===== src/rtl/stream_pkg.sv =====
// stream_pkg: shared types and helpers for the pixel streamer.
// State encoding, frame size and default pixel width.
package stream_pkg;

  localparam int DATA_SIZE_DEF = 8;

  typedef enum logic [1:0] {
    S_IDLE  = 2'd0,
    S_RUN   = 2'd1,
    S_FLUSH = 2'd2
  } state_e;

  function automatic int unsigned frame_size(
    input int unsigned w,
    input int unsigned h
  );
    return w * h;
  endfunction

endpackage


===== src/rtl/pixel_streamer_if.sv =====
// pixel_streamer_if: control, memory-read and pixel-stream bundle.
// master = the streamer, slave = memory plus downstream consumer.
interface pixel_streamer_if
  import stream_pkg::*;
#(
  parameter int DATA_SIZE  = DATA_SIZE_DEF,
  parameter int ADDR_WIDTH = 10,
  parameter int GAP_WIDTH  = 4
);
  logic                  start;
  logic [GAP_WIDTH-1:0]  gap;
  logic                  stall;
  logic                  mem_en;
  logic [ADDR_WIDTH-1:0] mem_addr;
  logic [DATA_SIZE-1:0]  mem_rdata;
  logic                  data_valid;
  logic [DATA_SIZE-1:0]  data_out;
  logic                  row_end;
  logic                  frame_end;
  logic                  busy;
  logic                  done;

  modport master (
    input  start, gap, stall, mem_rdata,
    output mem_en, mem_addr, data_valid, data_out,
    output row_end, frame_end, busy, done
  );

  modport slave (
    output start, gap, stall, mem_rdata,
    input  mem_en, mem_addr, data_valid, data_out,
    input  row_end, frame_end, busy, done
  );
endinterface


===== src/rtl/frame_addr_counter.sv =====
// frame_addr_counter: row-major col/row/linear address walker.
// Flags describe the position currently held; wraps to 0 after the frame.
module frame_addr_counter #(
  parameter int W  = 28,
  parameter int H  = 28,
  parameter int AW = 10
) (
  input  logic          clk_i,
  input  logic          rst_ni,
  input  logic          clr_i,
  input  logic          en_i,
  output logic [AW-1:0] addr_o,
  output logic          last_col_o,
  output logic          last_frame_o
);
  localparam int CW = (W > 1) ? $clog2(W) : 1;
  localparam int RW = (H > 1) ? $clog2(H) : 1;

  logic [CW-1:0] col_q, col_d;
  logic [RW-1:0] row_q, row_d;
  logic [AW-1:0] addr_q, addr_d;
  logic          last_row;

  assign last_col_o   = (col_q == CW'(W - 1));
  assign last_row     = (row_q == RW'(H - 1));
  assign last_frame_o = last_col_o & last_row;
  assign addr_o       = addr_q;

  always_comb begin
    col_d  = col_q;
    row_d  = row_q;
    addr_d = addr_q;
    if (clr_i || (en_i && last_frame_o)) begin
      col_d  = '0;
      row_d  = '0;
      addr_d = '0;
    end else if (en_i) begin
      addr_d = addr_q + 1'b1;
      if (last_col_o) begin
        col_d = '0;
        row_d = row_q + 1'b1;
      end else begin
        col_d = col_q + 1'b1;
      end
    end
  end

  always_ff @(posedge clk_i) begin
    if (!rst_ni) begin
      col_q  <= '0;
      row_q  <= '0;
      addr_q <= '0;
    end else begin
      col_q  <= col_d;
      row_q  <= row_d;
      addr_q <= addr_d;
    end
  end
endmodule


===== src/rtl/pixel_streamer.sv =====
// pixel_streamer: reads one frame from a sync-read memory and streams it
// out with row/frame markers, paced by a programmable gap and a stall.
module pixel_streamer
  import stream_pkg::*;
#(
  parameter int DATA_SIZE  = DATA_SIZE_DEF,
  parameter int IMG_WIDTH  = 28,
  parameter int IMG_HEIGHT = 28,
  parameter int ADDR_WIDTH = 10,
  parameter int GAP_WIDTH  = 4
) (
  input logic              clock,
  input logic              resetn,
  pixel_streamer_if.master bus
);
  state_e                state_q, state_d;
  logic [GAP_WIDTH-1:0]  gap_reg_q, gap_cnt_q;
  logic                  pend_q, pend_row_q, pend_frm_q;
  logic                  dv_q, row_q, frm_q;
  logic                  done_q, done_d;
  logic [DATA_SIZE-1:0]  dout_q;
  logic [ADDR_WIDTH-1:0] addr;
  logic                  last_col, last_frame;
  logic                  adv, issue, take, start_ok;

  assign adv      = ~bus.stall & (gap_cnt_q == '0);
  assign issue    = (state_q == S_RUN) & adv;
  // read data waits in the pending slot until the output is free of stall
  assign take     = pend_q & ~bus.stall;
  assign start_ok = (state_q == S_IDLE) & bus.start;

  frame_addr_counter #(
    .W  (IMG_WIDTH),
    .H  (IMG_HEIGHT),
    .AW (ADDR_WIDTH)
  ) u_cnt (
    .clk_i        (clock),
    .rst_ni       (resetn),
    .clr_i        (start_ok),
    .en_i         (issue),
    .addr_o       (addr),
    .last_col_o   (last_col),
    .last_frame_o (last_frame)
  );

  always_comb begin
    state_d = state_q;
    done_d  = 1'b0;
    unique case (state_q)
      S_IDLE:  if (bus.start) state_d = S_RUN;
      S_RUN:   if (issue && last_frame) state_d = S_FLUSH;
      S_FLUSH: if (!pend_q) begin
        state_d = S_IDLE;
        done_d  = 1'b1;
      end
      default: state_d = S_IDLE;
    endcase
  end

  always_ff @(posedge clock) begin
    if (!resetn) begin
      state_q    <= S_IDLE;
      done_q     <= 1'b0;
      gap_reg_q  <= '0;
      gap_cnt_q  <= '0;
      pend_q     <= 1'b0;
      pend_row_q <= 1'b0;
      pend_frm_q <= 1'b0;
      dv_q       <= 1'b0;
      row_q      <= 1'b0;
      frm_q      <= 1'b0;
      dout_q     <= '0;
    end else begin
      state_q <= state_d;
      done_q  <= done_d;
      if (start_ok) begin
        gap_reg_q <= bus.gap;
        gap_cnt_q <= '0;
      end else if (state_q != S_IDLE) begin
        if (adv) gap_cnt_q <= gap_reg_q;
        else if (!bus.stall) gap_cnt_q <= gap_cnt_q - 1'b1;
      end
      if (issue) begin
        pend_q     <= 1'b1;
        pend_row_q <= last_col;
        pend_frm_q <= last_frame;
      end else if (take) begin
        pend_q <= 1'b0;
      end
      dv_q  <= take;
      row_q <= take & pend_row_q;
      frm_q <= take & pend_frm_q;
      if (take) dout_q <= bus.mem_rdata;
    end
  end

  assign bus.mem_en     = issue;
  assign bus.mem_addr   = addr;
  assign bus.data_valid = dv_q;
  assign bus.data_out   = dout_q;
  assign bus.row_end    = row_q;
  assign bus.frame_end  = frm_q;
  assign bus.busy       = (state_q != S_IDLE);
  assign bus.done       = done_q;
endmodule

===== src/flat_wrapper.sv =====
// flat-port wrapper written by rule: the top's interface ports become plain ports
module pixel_streamer_flat import stream_pkg::*;
#(
  parameter int DATA_SIZE  = DATA_SIZE_DEF,
  parameter int IMG_WIDTH  = 28,
  parameter int IMG_HEIGHT = 28,
  parameter int ADDR_WIDTH = 10,
  parameter int GAP_WIDTH  = 4
)
  (clock, resetn, bus_start, bus_gap, bus_stall, bus_mem_rdata, bus_mem_en, bus_mem_addr, bus_data_valid, bus_data_out, bus_row_end, bus_frame_end, bus_busy, bus_done);
  pixel_streamer_if #(.DATA_SIZE(DATA_SIZE), .ADDR_WIDTH(ADDR_WIDTH), .GAP_WIDTH(GAP_WIDTH)) bus_i ();
  input logic clock;
  input logic resetn;
  input wire logic [$bits(bus_i.start)-1:0] bus_start;
  input wire logic [$bits(bus_i.gap)-1:0] bus_gap;
  input wire logic [$bits(bus_i.stall)-1:0] bus_stall;
  input wire logic [$bits(bus_i.mem_rdata)-1:0] bus_mem_rdata;
  output wire logic [$bits(bus_i.mem_en)-1:0] bus_mem_en;
  output wire logic [$bits(bus_i.mem_addr)-1:0] bus_mem_addr;
  output wire logic [$bits(bus_i.data_valid)-1:0] bus_data_valid;
  output wire logic [$bits(bus_i.data_out)-1:0] bus_data_out;
  output wire logic [$bits(bus_i.row_end)-1:0] bus_row_end;
  output wire logic [$bits(bus_i.frame_end)-1:0] bus_frame_end;
  output wire logic [$bits(bus_i.busy)-1:0] bus_busy;
  output wire logic [$bits(bus_i.done)-1:0] bus_done;
  assign bus_i.start = bus_start;
  assign bus_i.gap = bus_gap;
  assign bus_i.stall = bus_stall;
  assign bus_i.mem_rdata = bus_mem_rdata;
  assign bus_mem_en = bus_i.mem_en;
  assign bus_mem_addr = bus_i.mem_addr;
  assign bus_data_valid = bus_i.data_valid;
  assign bus_data_out = bus_i.data_out;
  assign bus_row_end = bus_i.row_end;
  assign bus_frame_end = bus_i.frame_end;
  assign bus_busy = bus_i.busy;
  assign bus_done = bus_i.done;
  pixel_streamer #(.DATA_SIZE(DATA_SIZE), .IMG_WIDTH(IMG_WIDTH), .IMG_HEIGHT(IMG_HEIGHT), .ADDR_WIDTH(ADDR_WIDTH), .GAP_WIDTH(GAP_WIDTH)) u_core (.clock(clock), .resetn(resetn), .bus(bus_i));
endmodule

===== config.mk =====
export PLATFORM = sky130hd
export DESIGN_NAME = pixel_streamer_flat
export DESIGN_NICKNAME = d
export VERILOG_FILES = /design/src/rtl/stream_pkg.sv /design/src/rtl/pixel_streamer_if.sv /design/src/rtl/frame_addr_counter.sv /design/src/rtl/pixel_streamer.sv /design/src/flat_wrapper.sv
export SDC_FILE = /design/constraint.sdc
export NUM_CORES = 1
export LEC_CHECK = 0
export ABC_AREA = 1
export BUFFER_PORTS_ARGS = -buffer_cell sky130_fd_sc_hd__clkbuf_2
export CELL_PAD_IN_SITES_DETAIL_PLACEMENT = 0
export CELL_PAD_IN_SITES_GLOBAL_PLACEMENT = 1
export CORE_UTILIZATION = 43
export DETAILED_ROUTE_END_ITERATION = 10
export GPL_TIMING_DRIVEN = 1
export PLACE_DENSITY_LB_ADDON = 0.1
export REMOVE_ABC_BUFFERS = 1
export SYNTH_ARGS = -nofsm -noshare
export SYNTH_HDL_FRONTEND = slang
export SYNTH_SLANG_ARGS = --single-unit

===== constraint.sdc =====
create_clock -name clock -period 3.4 [get_ports clock]
set_input_delay 0.51 -clock clock [delete_from_list [all_inputs] [get_ports clock]]
set_output_delay 0.51 -clock clock [all_outputs]
set_load 0.02 [all_outputs]

=== Word level (Yosys, flattened, before mapping) ===
Index checks and enable logic that the tools add are counted.

* Mux-type cells: 10
* Add/sub/neg operators: 4
* Eq/ne operators: 8
* Reduce and logical (&&, ||, !) cells: 12
* Bitwise logic cells: 9

{| class="wikitable"
|+ Operator list
! cell !! count
|-
| 10-bit by 1-bit adder with 10-bit output, second input constant || 1
|-
| 5-bit by 1-bit adder with 5-bit output, second input constant || 2
|-
| 5-bit == test, second input constant || 2
|-
| 4-bit two-way mux || 2
|-
| 1-bit AND || 7
|-
| 2-bit two-way mux || 3
|-
| 2-bit != test, second input constant || 3
|-
| 2-bit case mux with 3 select lines || 1
|-
| 2-bit AND reduction || 3
|-
| 5-bit two-way mux || 1
|-
| 4-bit zero test || 1
|-
| 2-bit nonzero test || 2
|-
| 2-bit OR reduction || 2
|-
| 4-bit by 1-bit subtractor with 4-bit output, second input constant || 1
|-
| 1-bit two-way mux || 3
|-
| 3-bit AND reduction || 1
|-
| 2-bit by 1-bit == test with 1-bit output, second input constant || 1
|-
| 2-bit == test, second input constant || 1
|-
| 2-bit zero test || 1
|-
| 2-bit by 1-bit != test with 1-bit output, second input constant || 1
|-
| 1-bit inverter || 2
|-
| 1-bit logical AND || 1
|-
| 1-bit logical OR || 1
|}

* Logic and storage cells: 57
* Input bits: 16
* Register bits: 45
* Output and inout port bits: 24

=== Logic depth before layout (Yosys ltp) ===
Gate-level depths: netlist of run 1.

* Word-level depth: 6
* Depth in mapped cells: 11

=== Hierarchy ===
From an unflattened synthesis of run 1, not the netlist that was laid out.

* Cell total of the unflattened synthesis: 292
* Area total of the unflattened synthesis: 2117.0 um^2

{| class="wikitable"
|+ By module, submodules not included
! module !! area an instance (um^2) !! times used !! seq. area each (um^2) !! cells an instance
|-
| frame_addr_counter || 1079.8 || 1 || 400.4 || 157
|-
| pixel_streamer || 1037.2 || 1 || 500.5 || 135
|}

=== Least setup slack after synthesis of run 1 ===
Ideal clock, no wire load.

* Path kind: register -> output
* Start: register u_core.gap_cnt_q[0]
* End: output port bus_mem_en
* Cell stages (with the launch flop): 8
* Arrival time: 1.099 ns
* Required time: 2.890 ns
* Path buffers: 1
* Path slack: 1.791 ns
* Path through: dfxtp_1 -> inv_1 -> ha_1 -> inv_1 -> nor2_4 -> nand2_4 -> nor2_8 -> buf_8

* Word-level cells in the longest chain between the ends: 3

{| class="wikitable"
|+ Ends and longest elaborated chain
! what !! line !! text
|-
| from (decl) || pixel_streamer.sv:17 || <nowiki>logic [GAP_WIDTH-1:0] gap_reg_q, gap_cnt_q;</nowiki>
|-
| from (signal assigned) || pixel_streamer.sv:80 || <nowiki>if (adv) gap_cnt_q <= gap_reg_q;</nowiki>
|-
| from (signal assigned) || pixel_streamer.sv:81 || <nowiki>else if (!bus.stall) gap_cnt_q <= gap_cnt_q - 1'b1;</nowiki>
|-
| 4-bit zero test || pixel_streamer.sv:26 || <nowiki>assign adv = ~bus.stall & (gap_cnt_q == '0);</nowiki>
|-
| 1-bit AND || pixel_streamer.sv:26 ||
|-
| 1-bit AND || pixel_streamer.sv:27 || <nowiki>assign issue = (state_q == S_RUN) & adv;</nowiki>
|-
| to (decl) || flat_wrapper.sv:18 || <nowiki>output wire logic [$bits(bus_i.mem_en)-1:0] bus_mem_en;</nowiki>
|}

No other way between the ends.

=== Final worst setup path of run 1 ===
Ends and elaborated chain as after synthesis.

==> results of run 1 <==
-- sequential cells by signal, summed over array words and instances, names as in the netlist, 2 cells and up --
| register | count |
|---|---|
| u_core.gap_reg_q | 4 |
| u_core.bus.data_out | 8 |
| u_core.u_cnt.row_q | 5 |
| u_core.gap_cnt_q | 4 |
| u_core.u_cnt.addr_o | 10 |
| u_core.u_cnt.col_q | 5 |
| u_core.state_q | 2 |
-- synth_stat cells (3+ instances only) --
library cell / number / area, um^2
nor3_2: 4 / 40.04
ha_1: 5 / 62.56
nor2_1: 44 / 165.2
nor3_1: 3 / 15.01
nand2_4: 3 / 33.78
xor2_1: 5 / 43.79
o21ai_0: 15 / 75.07
nand4_1: 5 / 31.28
nand3_1: 13 / 65.06
nand2_1: 54 / 202.7
a21oi_1: 11 / 55.05
dfxtp_1: 45 / 900.9
a21oi_2: 10 / 87.58
nor2_4: 5 / 56.30
inv_1: 27 / 101.4
inv_2: 10 / 37.54
-- final cells by class --
| cell class | instances | area (um^2) | share of cell area |
|---|---|---|---|
| inverter | 37 | 138.9 | 0.05490 |
| timing repair buffer | 39 | 195.2 | 0.07715 |
| multi-input combinational | 192 | 1095 | 0.4327 |
| clock inverter | 1 | 30.03 | 0.01187 |
| clock buffer | 7 | 86.33 | 0.03412 |
| sequential | 45 | 900.9 | 0.3561 |
| tap | 67 | 83.83 | 0.03314 |
-- worst paths after layout --
path / start / end / slack [ns] / cells past startpoint
max: u_core.gap_cnt_q[0] / bus_mem_en / 1.24 / 7
min: u_core.pend_frm_q / u_core.bus.frame_end / 0.44 / 2
max reg2reg: u_core.gap_cnt_q[0] / u_core.u_cnt.addr_o[5] / 1.69 / 9
min reg2reg: u_core.pend_frm_q / u_core.bus.frame_end / 0.44 / 2
-- worst max-delay path, delay by kind of cell, from the launching register on --
kind          cells  cell delay, ns
fa+ha+maj         1            0.16
simple gates      3            0.45
flops             1            0.32
buf+inv           3            0.41
-- cells in the final DEF (no fill, tap or decap), types with 4 or more instances in the layout --
cell type / count
nand2_1: 54
nand3_1: 13
a21oi_1: 11
nor2_4: 5
clkbuf_2: 39
clkbuf_8: 6
nand4_1: 5
nor3_2: 4
dfxtp_1: 45
a21oi_2: 10
ha_1: 5
inv_2: 10
nor2_1: 44
inv_1: 27
o21ai_0: 15
xor2_1: 5
-- stage by stage --
step / instances / setup WS [ns] / utilization / hold WS, ns / area (um^2)
global route: 388 / 1.134 / 0.5286 / 0.4558 / 2530
floorplan: 274 / 1.853 / - / 0.4191 / 2135
global placement: 380 / 1.531 / 0.5043 / 0.4321 / 2414
CTS: 388 / 1.214 / 0.5286 / 0.4473 / 2530
detailed placement: 380 / 1.524 / 0.5043 / 0.4297 / 2414
finish: 388 / 1.241 / 0.5286 / 0.4434 / 2530
-- kinds of logic after synthesis --
| logic type | Yosys count | share of synthesized area |
|---|---|---|
| AOI/OAI and AO/OA | 40 | 0.1117 |
| xor gates and xnor gates | 7 | 0.02821 |
| adders and majority gates | 5 | 0.02879 |
| buffers and inverters | 41 | 0.08175 |
| DFF | 45 | 0.4145 |
| and+or+nand+nor | 140 | 0.3351 |
-- power by group --
group	internal [uW]	switching (uW)
Clock	240	178
Sequential	539	8.14
Combinational	36.3	71.4
Total	815	257
-- metal layers --
| layer | up-vias | routed length [um] |
|---|---|---|
| met5 | - | 0 |
| met4 | 0 | 65 |
| met3 | 6 | 131 |
| met2 | 23 | 1823 |
| met1 | 772 | 2144 |
| li1 | 965 | - |
==> results.md, run 1 <==
* Outcome: finished, final reports clean
* HPWL Detailed at between 2000 and 3000 um
* Fin crit share at 0.6350
* Pins Over Slew Limit at 0
* Initial core utilization at 0.4541
* Post-CTS Resized at 0
* P_leak at 0.001080 uW
* Std cell rows at 25
* Clk_lat worst skew at 0.30 ns
* Initial antenna violation count at 0
* Worst-path maximum fanout at 15
* Share of cells above drive strength 1 at 0.2648
* Post-synth EDFFs at 0
* Startpoint types: flop
* Crit-path most repeated cell: inv_1
* Max Fclk at 463.2 MHz
* Total CTS buffers at 5
* GR Util met3 at 0.04972
* #FFs+latches synth at 45
* Routability cong. at between 0.7 and 0.8
* Die Ht at 73.10 um
* Root buf cell: clkbuf_8
* Vias in the first global route at 1581
* Post-CTS Setup Bufs at 0
* MaxCap Viol Count at 0
* Overall power at 1072 uW
* Residual DRC at 0
* Post-Syn Area per Cell at 7.818 um^2
* Via count at 1766
* Post-synth ARST share at 0
* Remaining global-route overflow at 0
* Final clock skew at 0.005704 ns
* Area delta synth->final at 16.41%
* Clock-pin slew on the worst setup and hold paths at approximately 0.080 ns
* Met1 Use GR at 0.2235
* Max IR drop VDD at 0.2517 mV
* Clock sinks at between 40 and 50
* GRT Max-Usage Layer: met2
* Worst Path Arrival at 1.65 ns
* Slowest stage cell on the critical path: dfxtp_1
* Wirelength, routed at 4165 um
* Worst Hold Class: flop to flop
* Die area at around 5300 um^2
* Post-route ant nets at 0
* Gr usage total at 0.1721
* Least-Margin Pin Slew at 0.4060 ns
* Power Density at 423.7 nW/um^2
* Iteration-0 DRC Markers at 56
* Chip width at 73.10 um
* Top Ports at 40
* DRT Pass-1 Iters at 4
* Unrepaired setup endpoints after global routing: no
* Cell chain of the critical path: inv_1, ha_1, inv_1, nor2_4, nand2_4, nor2_8, clkbuf_2
* Relative slew slack at 0.7284
* Setup_tns at 0 ns
* Yosys warning count at 0
* First-pass GRT wire length at 7010 um
* WP data required at just under 3 ns
* IO buf count at 39
* Post-synth top flop: dfxtp_1
* CTS tree: done
* Synth unique cells at 29
* Crit path kind: flop to primary output
* Avg WL per Cell at 10.73 um
* Hold_buf cts at 0
* Final nets at roughly 340
* Layout filler cell count at 477
* Tmin final at 2.159 ns
* Via-to-Cell Ratio at 4.552
* Clock Tree Buf Depth at 2
* CP max stage delay at 0.32 ns
* Global Route met2 Usage at 0.2695
* Largest net degree at the start of global routing at 17
* Final Setup Violations at 0
* Syn Inst Count at around 280
* Fin. Hold Viols at 0
* Crit. End Element: primary output
* Sequential fraction of the synthesis area at 0.4145
* H-tree depth at 2
* ANT cells at 0
* Core footprint at 4786 um^2
* Mapped cell area at 2173 um^2
No activity file was read; power rests on OpenSTA's default activity.
==> inputs of run 2 (changes only) <==
Settings changed: CORE_UTILIZATION 43 to 36.
Clock period 3.4 ns to 1.8 ns, I/O delays scaled along.
==> results.md, run 2 (synthesis results as in run 1) <==
* Fin. Hold Viols at 0 (unchanged)
* Final clock skew at 0.007333 ns (+0.001629 ns)
* Via count at 1820 (+3.1%)
* Max IR drop VDD at 0.3570 mV (+42%)
* Most common cell after layout, fill and taps aside: nand2_1
* Layout filler cell count at 600 (+26%)
* Internal power at 1523 uW (+87%)
* Logic pwr share at 0.107 (+0.007)
* Avg WL per Cell at 11.18 um (+4.1%)
* Switching share of power at 0.2625 (+0.02234)
* Max Fclk at between 500 and 600 MHz
* Hold depth at 3 (+1)
* Worst-path maximum fanout at 6 (-9)
* Worst Path Arrival at 1.44 ns (-0.21 ns)
* DRT Pass-1 Iters at 4 (unchanged)
* Iteration-0 DRC Markers at 73 (+30%)
* Crit path kind: flop to primary output
* MaxCap Viol Count at 0 (unchanged)
* Gr usage total at 0.1557 (-0.01642)
* Pins Over Slew Limit at 0 (unchanged)
* Outcome: finished, final reports clean
* ANT cells at 0 (unchanged)
* Clock-pin slew on the worst setup and hold paths at 0.09 ns (about the same)
* Final nets at 346 (+1.5%)
* Most frequent cells in the layout: 54 x nand2_1, 45 x dfxtp_1, 44 x nor2_1
* Setup_tns at 0 ns (unchanged)
* P_leak at 0.001110 uW (+2.8%)
* Root buf cell: clkbuf_8
* First-pass GRT wire length at 7596 um (+8.4%)
* Final Cell Area at 2587 um^2 (+2.3%)
* Residual DRC at 0 (unchanged)
* Chip width at 79.70 um (+9.0%)
* Power Density at 798.1 nW/um^2 (+88%)
* Least-Margin Pin Slew at 0.4058 ns (-0.0001634 ns)
* Fin crit share at 0.9500
* WHS at 0.2103 ns (-0.2331 ns)
* WP data required at 1.53 ns (-1.36 ns)
* Relative slew slack at 0.7285 (about the same)
* Routability cong. at 0.7813 (+4.1%)
* Top Ports at 40 (unchanged)
* Largest net degree at the start of global routing at 17 (unchanged)
* Clock sinks at 45 (unchanged)
* Hold_buf cts at 0 (unchanged)
* Remaining global-route overflow at 0 (unchanged)
* Initial antenna violation count at 0 (unchanged)
* Dpl cell area at 2442 um^2 (+1.2%)
* Tmin final at 1.710 ns
* Crit. End Element: primary output
* HPWL Detailed at 3260 um (+8.8%)
* Area delta synth->final at 19.06%
* Startpoint types: flop
* Std cell rows at 27 (+8.0%)
* Reg power frac at 0.501 (-0.009)
* Die Ht at 79.70 um (+9.0%)
* Utilization after layout at 0.4559 (-0.07272)
* Final Setup Violations at 0 (unchanged)
* FF-to-FF path depth at 10 (+1)
* Max FFs per register at 10 (unchanged)
* Core footprint at 5675 um^2 (+19%)
* Total CTS buffers at 5 (unchanged)
* CTS tree: done
* Worst Hold Class: input port to flop
* Psw at 542.1 uW (+110%)
* Wirelength, routed at 4449 um (+6.8%)
* Clk_lat worst skew at 0.30 ns (about the same)
* Clock Tree Buf Depth at 2 (unchanged)
* Clk network pwr share at 0.393 (+0.004)
* Unrepaired setup endpoints after global routing: no
* Share of cells above drive strength 1 at 0.2822 (+0.01741)
* Via-to-Cell Ratio at 4.573 (+0.47%)
* H-tree depth at 2 (unchanged)
* Die area at 6352 um^2 (+19%)
* Vias in the first global route at 1684 (+6.5%)
* Post-route ant nets at 0 (unchanged)
* IO buf count at 39 (unchanged)
* Initial core utilization at 0.3829 (-0.07118)
## run 2: changes by cell type in the layout (fill, tap and decap cells not counted), sizes merged
| cell | change |
|---|---|
| clkbuf | -3 |
| clkinv | +1 |
| inv | +1 |
| buf | +6 |
## run 2: metal layers
metal	global-route usage	wire length, um
met1	0.2068	2274
met2	0.2385	1977
met3	0.04114	129
met4	0.06000	68
met5	0	0
## run 2: power by group through the flow
stage                     registers, uW  clock network [uW]  logic (uW)
final                              1030                 811         221
after floorplan                    1060                   0         139
after global placement             1060                   0         215
after detailed placement           1060                   0         215
after global routing               1040                 869         249
after CTS                          1030                 835         218
## run 2: area by class of cell
type / count / area [um^2] / share of cell area
Multi-Input combinational cell: 192 / 1104 / 0.4265
Inverter: 37 / 138.9 / 0.05368
Clock inverter: 3 / 50.05 / 0.01934
Timing Repair Buffer: 44 / 235.2 / 0.09091
Tap cell: 72 / 90.09 / 0.03482
Clock buffer: 5 / 68.82 / 0.02660
Sequential cell: 45 / 900.9 / 0.3482
## run 2: final timing paths
check	start	to	slack, ns
worst min-delay path	bus_mem_rdata[7]	u_core.bus.data_out[7]	0.21
worst max-delay path	u_core.gap_cnt_q[1]	bus_mem_en	0.09
worst max register to register	u_core.gap_cnt_q[1]	u_core.u_cnt.addr_o[5]	0.13
worst min register to register	u_core.pend_row_q	u_core.bus.row_end	0.44
## run 2: metrics by stage
step	total power, uW	setup slack, ns	cells
2_1_floorplan	1202	0.2633	274
3_3_place_gp	1271	0.1767	388
3_5_place_dp	1272	0.1416	388
4_1_cts	2087	0.003795	397
5_1_grt	2156	0.002437	398
6_report	2065	0.09008	398
## run 2: repair_timing
item	4_1_cts	5_1_grt
endpoints found under the setup margin	1	16
buffers inserted	1	1
hold endpoints to repair	0	0
pin swaps	1	1
gates resized for setup	0	4
gates cloned	0	0
## run 2: critical path, stage by stage (launching register included)
cell     delay (ns)
dfxtp_1        0.32
inv_1          0.10
ha_1           0.16
inv_1          0.06
nor2_4         0.13
nand2_4        0.10
nor2_8         0.13
buf_4          0.15
==> inputs of run 3 (changes only) <==
Settings changed: CORE_UTILIZATION 36 to 43, REMOVE_ABC_BUFFERS 1 to not set.
Clock period 1.8 ns to 2 ns, I/O delays scaled along.
==> results.md, run 3 (synthesis results as in run 1) <==
* ANT cells at 0 (unchanged)
* Worst Hold Class: input port to flop
* WP data required at 1.70 ns (+0.17 ns)
* Post-route ant nets at 0 (unchanged)
* Multi-input logic area at 1095 um^2 (-0.79%)
* Crit path kind: flop to primary output
* Clock Tree Buf Depth at 2 (unchanged)
* Share of cells above drive strength 1 at 0.2791 (-0.003067)
* Final clock skew at 0.007585 ns (+0.0002515 ns)
* Total CTS buffers at 5 (unchanged)
* Via-to-Cell Ratio at 4.654 (+1.8%)
* Largest net degree at the start of global routing at 17 (unchanged)
* Max FFs per register at 10 (unchanged)
* Clock sinks at 45 (unchanged)
* P_leak at 0.001100 uW (-0.94%)
* HPWL Detailed at 2928 um (-10%)
* Die Ht at 73.10 um (-8.3%)
* Reg-to-Reg End: u_core.u_cnt.addr_o[5]
* Initial core utilization at 0.4541 (+0.07118)
* Relative slew slack at 0.7297 (+0.001285)
* FF-to-FF path depth at 10 (unchanged)
* Gr usage total at 0.1681 (+0.01242)
* CTS tree: done
* Avg WL per Cell at 10.33 um (-7.6%)
* Fin crit share at 0.9334
* Fin. Hold Viols at 0 (unchanged)
* Top Ports at 40 (unchanged)
* FF/Latch Area at 900.9 um^2 (unchanged)
* FF-to-FF setup slack at 0.29 ns (+0.16 ns)
* Layout filler cell count at 493 (-18%)
* Worst Path Arrival at 1.57 ns (+0.13 ns)
* Remaining global-route overflow at 0 (unchanged)
* Final nets at 346 (unchanged)
* Max IR drop VDD at 0.3540 mV (-0.85%)
* IO buf count at 39 (unchanged)
* Chip width at 73.10 um (-8.3%)
* Core footprint at 4786 um^2 (-16%)
* Pins Over Slew Limit at 0 (unchanged)
* Clock-pin slew on the worst setup and hold paths at 0.09 ns (about the same)
* Crit. End Element: primary output
* Wirelength, routed at 4060 um (-8.7%)
* Overall power at 1742 uW (-16%)
* Die area at 5343 um^2 (-16%)
* Utilization after layout at 0.5331 (+0.07716)
* Area delta synth->final at 17.39%
* Post-CTS Resized at 0 (unchanged)
* Most frequent cells in the layout: 54 x nand2_1, 45 x dfxtp_1, 44 x nor2_1
* Setup_tns at 0 ns (unchanged)
* H-tree depth at 2 (unchanged)
* MaxCap Viol Count at 0 (unchanged)
* CP endpoint: bus_mem_en
* Vias in the first global route at 1616 (-4.0%)
* Residual DRC at 0 (unchanged)
* Hold_buf cts at 0 (unchanged)
* Fin cells at 393 (-1.3%)
* Worst R2R Start: u_core.gap_cnt_q[0]
* Worst-path maximum fanout at 8 (+2)
* Unrepaired setup endpoints after global routing: no
* Tmin final at 1.867 ns
* Via count at 1829 (+0.49%)
* Iteration-0 DRC Markers at 60 (-18%)
* Std cell rows at 25 (-7.4%)
* Clk_lat worst skew at 0.30 ns (about the same)
* Max Fclk at 535.7 MHz
* Final Setup Violations at 0 (unchanged)
* Routability cong. at 0.8352 (+6.9%)
* Startpoint types: flop
* Worst Setup SP: u_core.gap_cnt_q[0]
* First-pass GRT wire length at 6920 um (-8.9%)
* Initial antenna violation count at 0 (unchanged)
* Most common cell after layout, fill and taps aside: nand2_1
* DRT Pass-1 Iters at 4 (unchanged)
* Post-CTS Setup Bufs at 0 (-1)
* Root buf cell: clkbuf_8
* Least-Margin Pin Slew at 0.4039 ns (-0.001920 ns)
* Power Density at 682.9 nW/um^2 (-14%)
* Placed Instances at 381 (-1.8%)
* Outcome: finished, final reports clean
* Syn nets at 299
## run 3: cell types whose count changed in the layout (fill, tap and decap cells not counted)
cell       before  now
clkbuf_8        5    6
bufinv_16       1    0
inv_2          11   10
nand2_8         1    0
nand2_4         2    3
inv_6           0    1
buf_4           6    5
inv_8           1    0
inv_1          26   27
clkbuf_2       38   39
## run 3: critical path: stages, from the launching register on
cell      delay [ns]
dfxtp_1         0.32
inv_1           0.12
ha_1            0.16
inv_1           0.06
nor2_4          0.13
nand2_4         0.11
nor2_8          0.18
clkbuf_2        0.19
## run 3: layer usage
| metal | track usage | share of wire | routed length [um] | vias up |
|---|---|---|---|---|
| met4 | 0.07843 | 0.019 | 78 | 0 |
| met3 | 0.04144 | 0.050 | 203 | 7 |
| li1 | - | - | - | 978 |
| met1 | 0.2082 | 0.48 | 1939 | 807 |
| met5 | 0 | 0 | 0 | - |
| met2 | 0.2737 | 0.45 | 1838 | 37 |
## run 3: final cells by class
type                       count  area share
sequential                    45      0.3531
clock buffer                   6     0.03237
timing repair buffer          44     0.09122
inverter                      37     0.05444
clock inverter                 2    0.006866
multi-input combinational    192      0.4291
tap                           67     0.03286
## run 3: stage by stage
stage | hold slack, ns | instance area [um^2] | setup slack [ns]
after floorplan | 0.4191 | 2173 | 0.5536
after global placement | 0.4317 | 2421 | 0.3466
after detailed placement | 0.4354 | 2421 | 0.3009
after CTS | 0.2346 | 2521 | 0.02481
after global routing | 0.2411 | 2551 | 0.04519
final | 0.2385 | 2551 | 0.1332
## run 3: power breakdown
group | internal (uW) | switching [uW]
Clock | 287 | 334
Sequential | 916 | 13.5
Combinational | 69.0 | 123
Total | 1270 | 470
## run 3: how the worst min path moves through the flow
stage | start | endpoint | slack [ns] | cells past startpoint
finish | bus_mem_rdata[1] | u_core.bus.data_out[1] | 0.24 | 3
global route | bus_mem_rdata[4] | u_core.bus.data_out[4] | 0.24 | 3
CTS | bus_mem_rdata[4] | u_core.bus.data_out[4] | 0.23 | 3
detailed placement | u_core.pend_row_q | u_core.bus.row_end | 0.44 | 2
global placement | u_core.pend_row_q | u_core.bus.row_end | 0.43 | 2
floorplan | u_core.pend_frm_q | u_core.bus.frame_end | 0.42 | 2
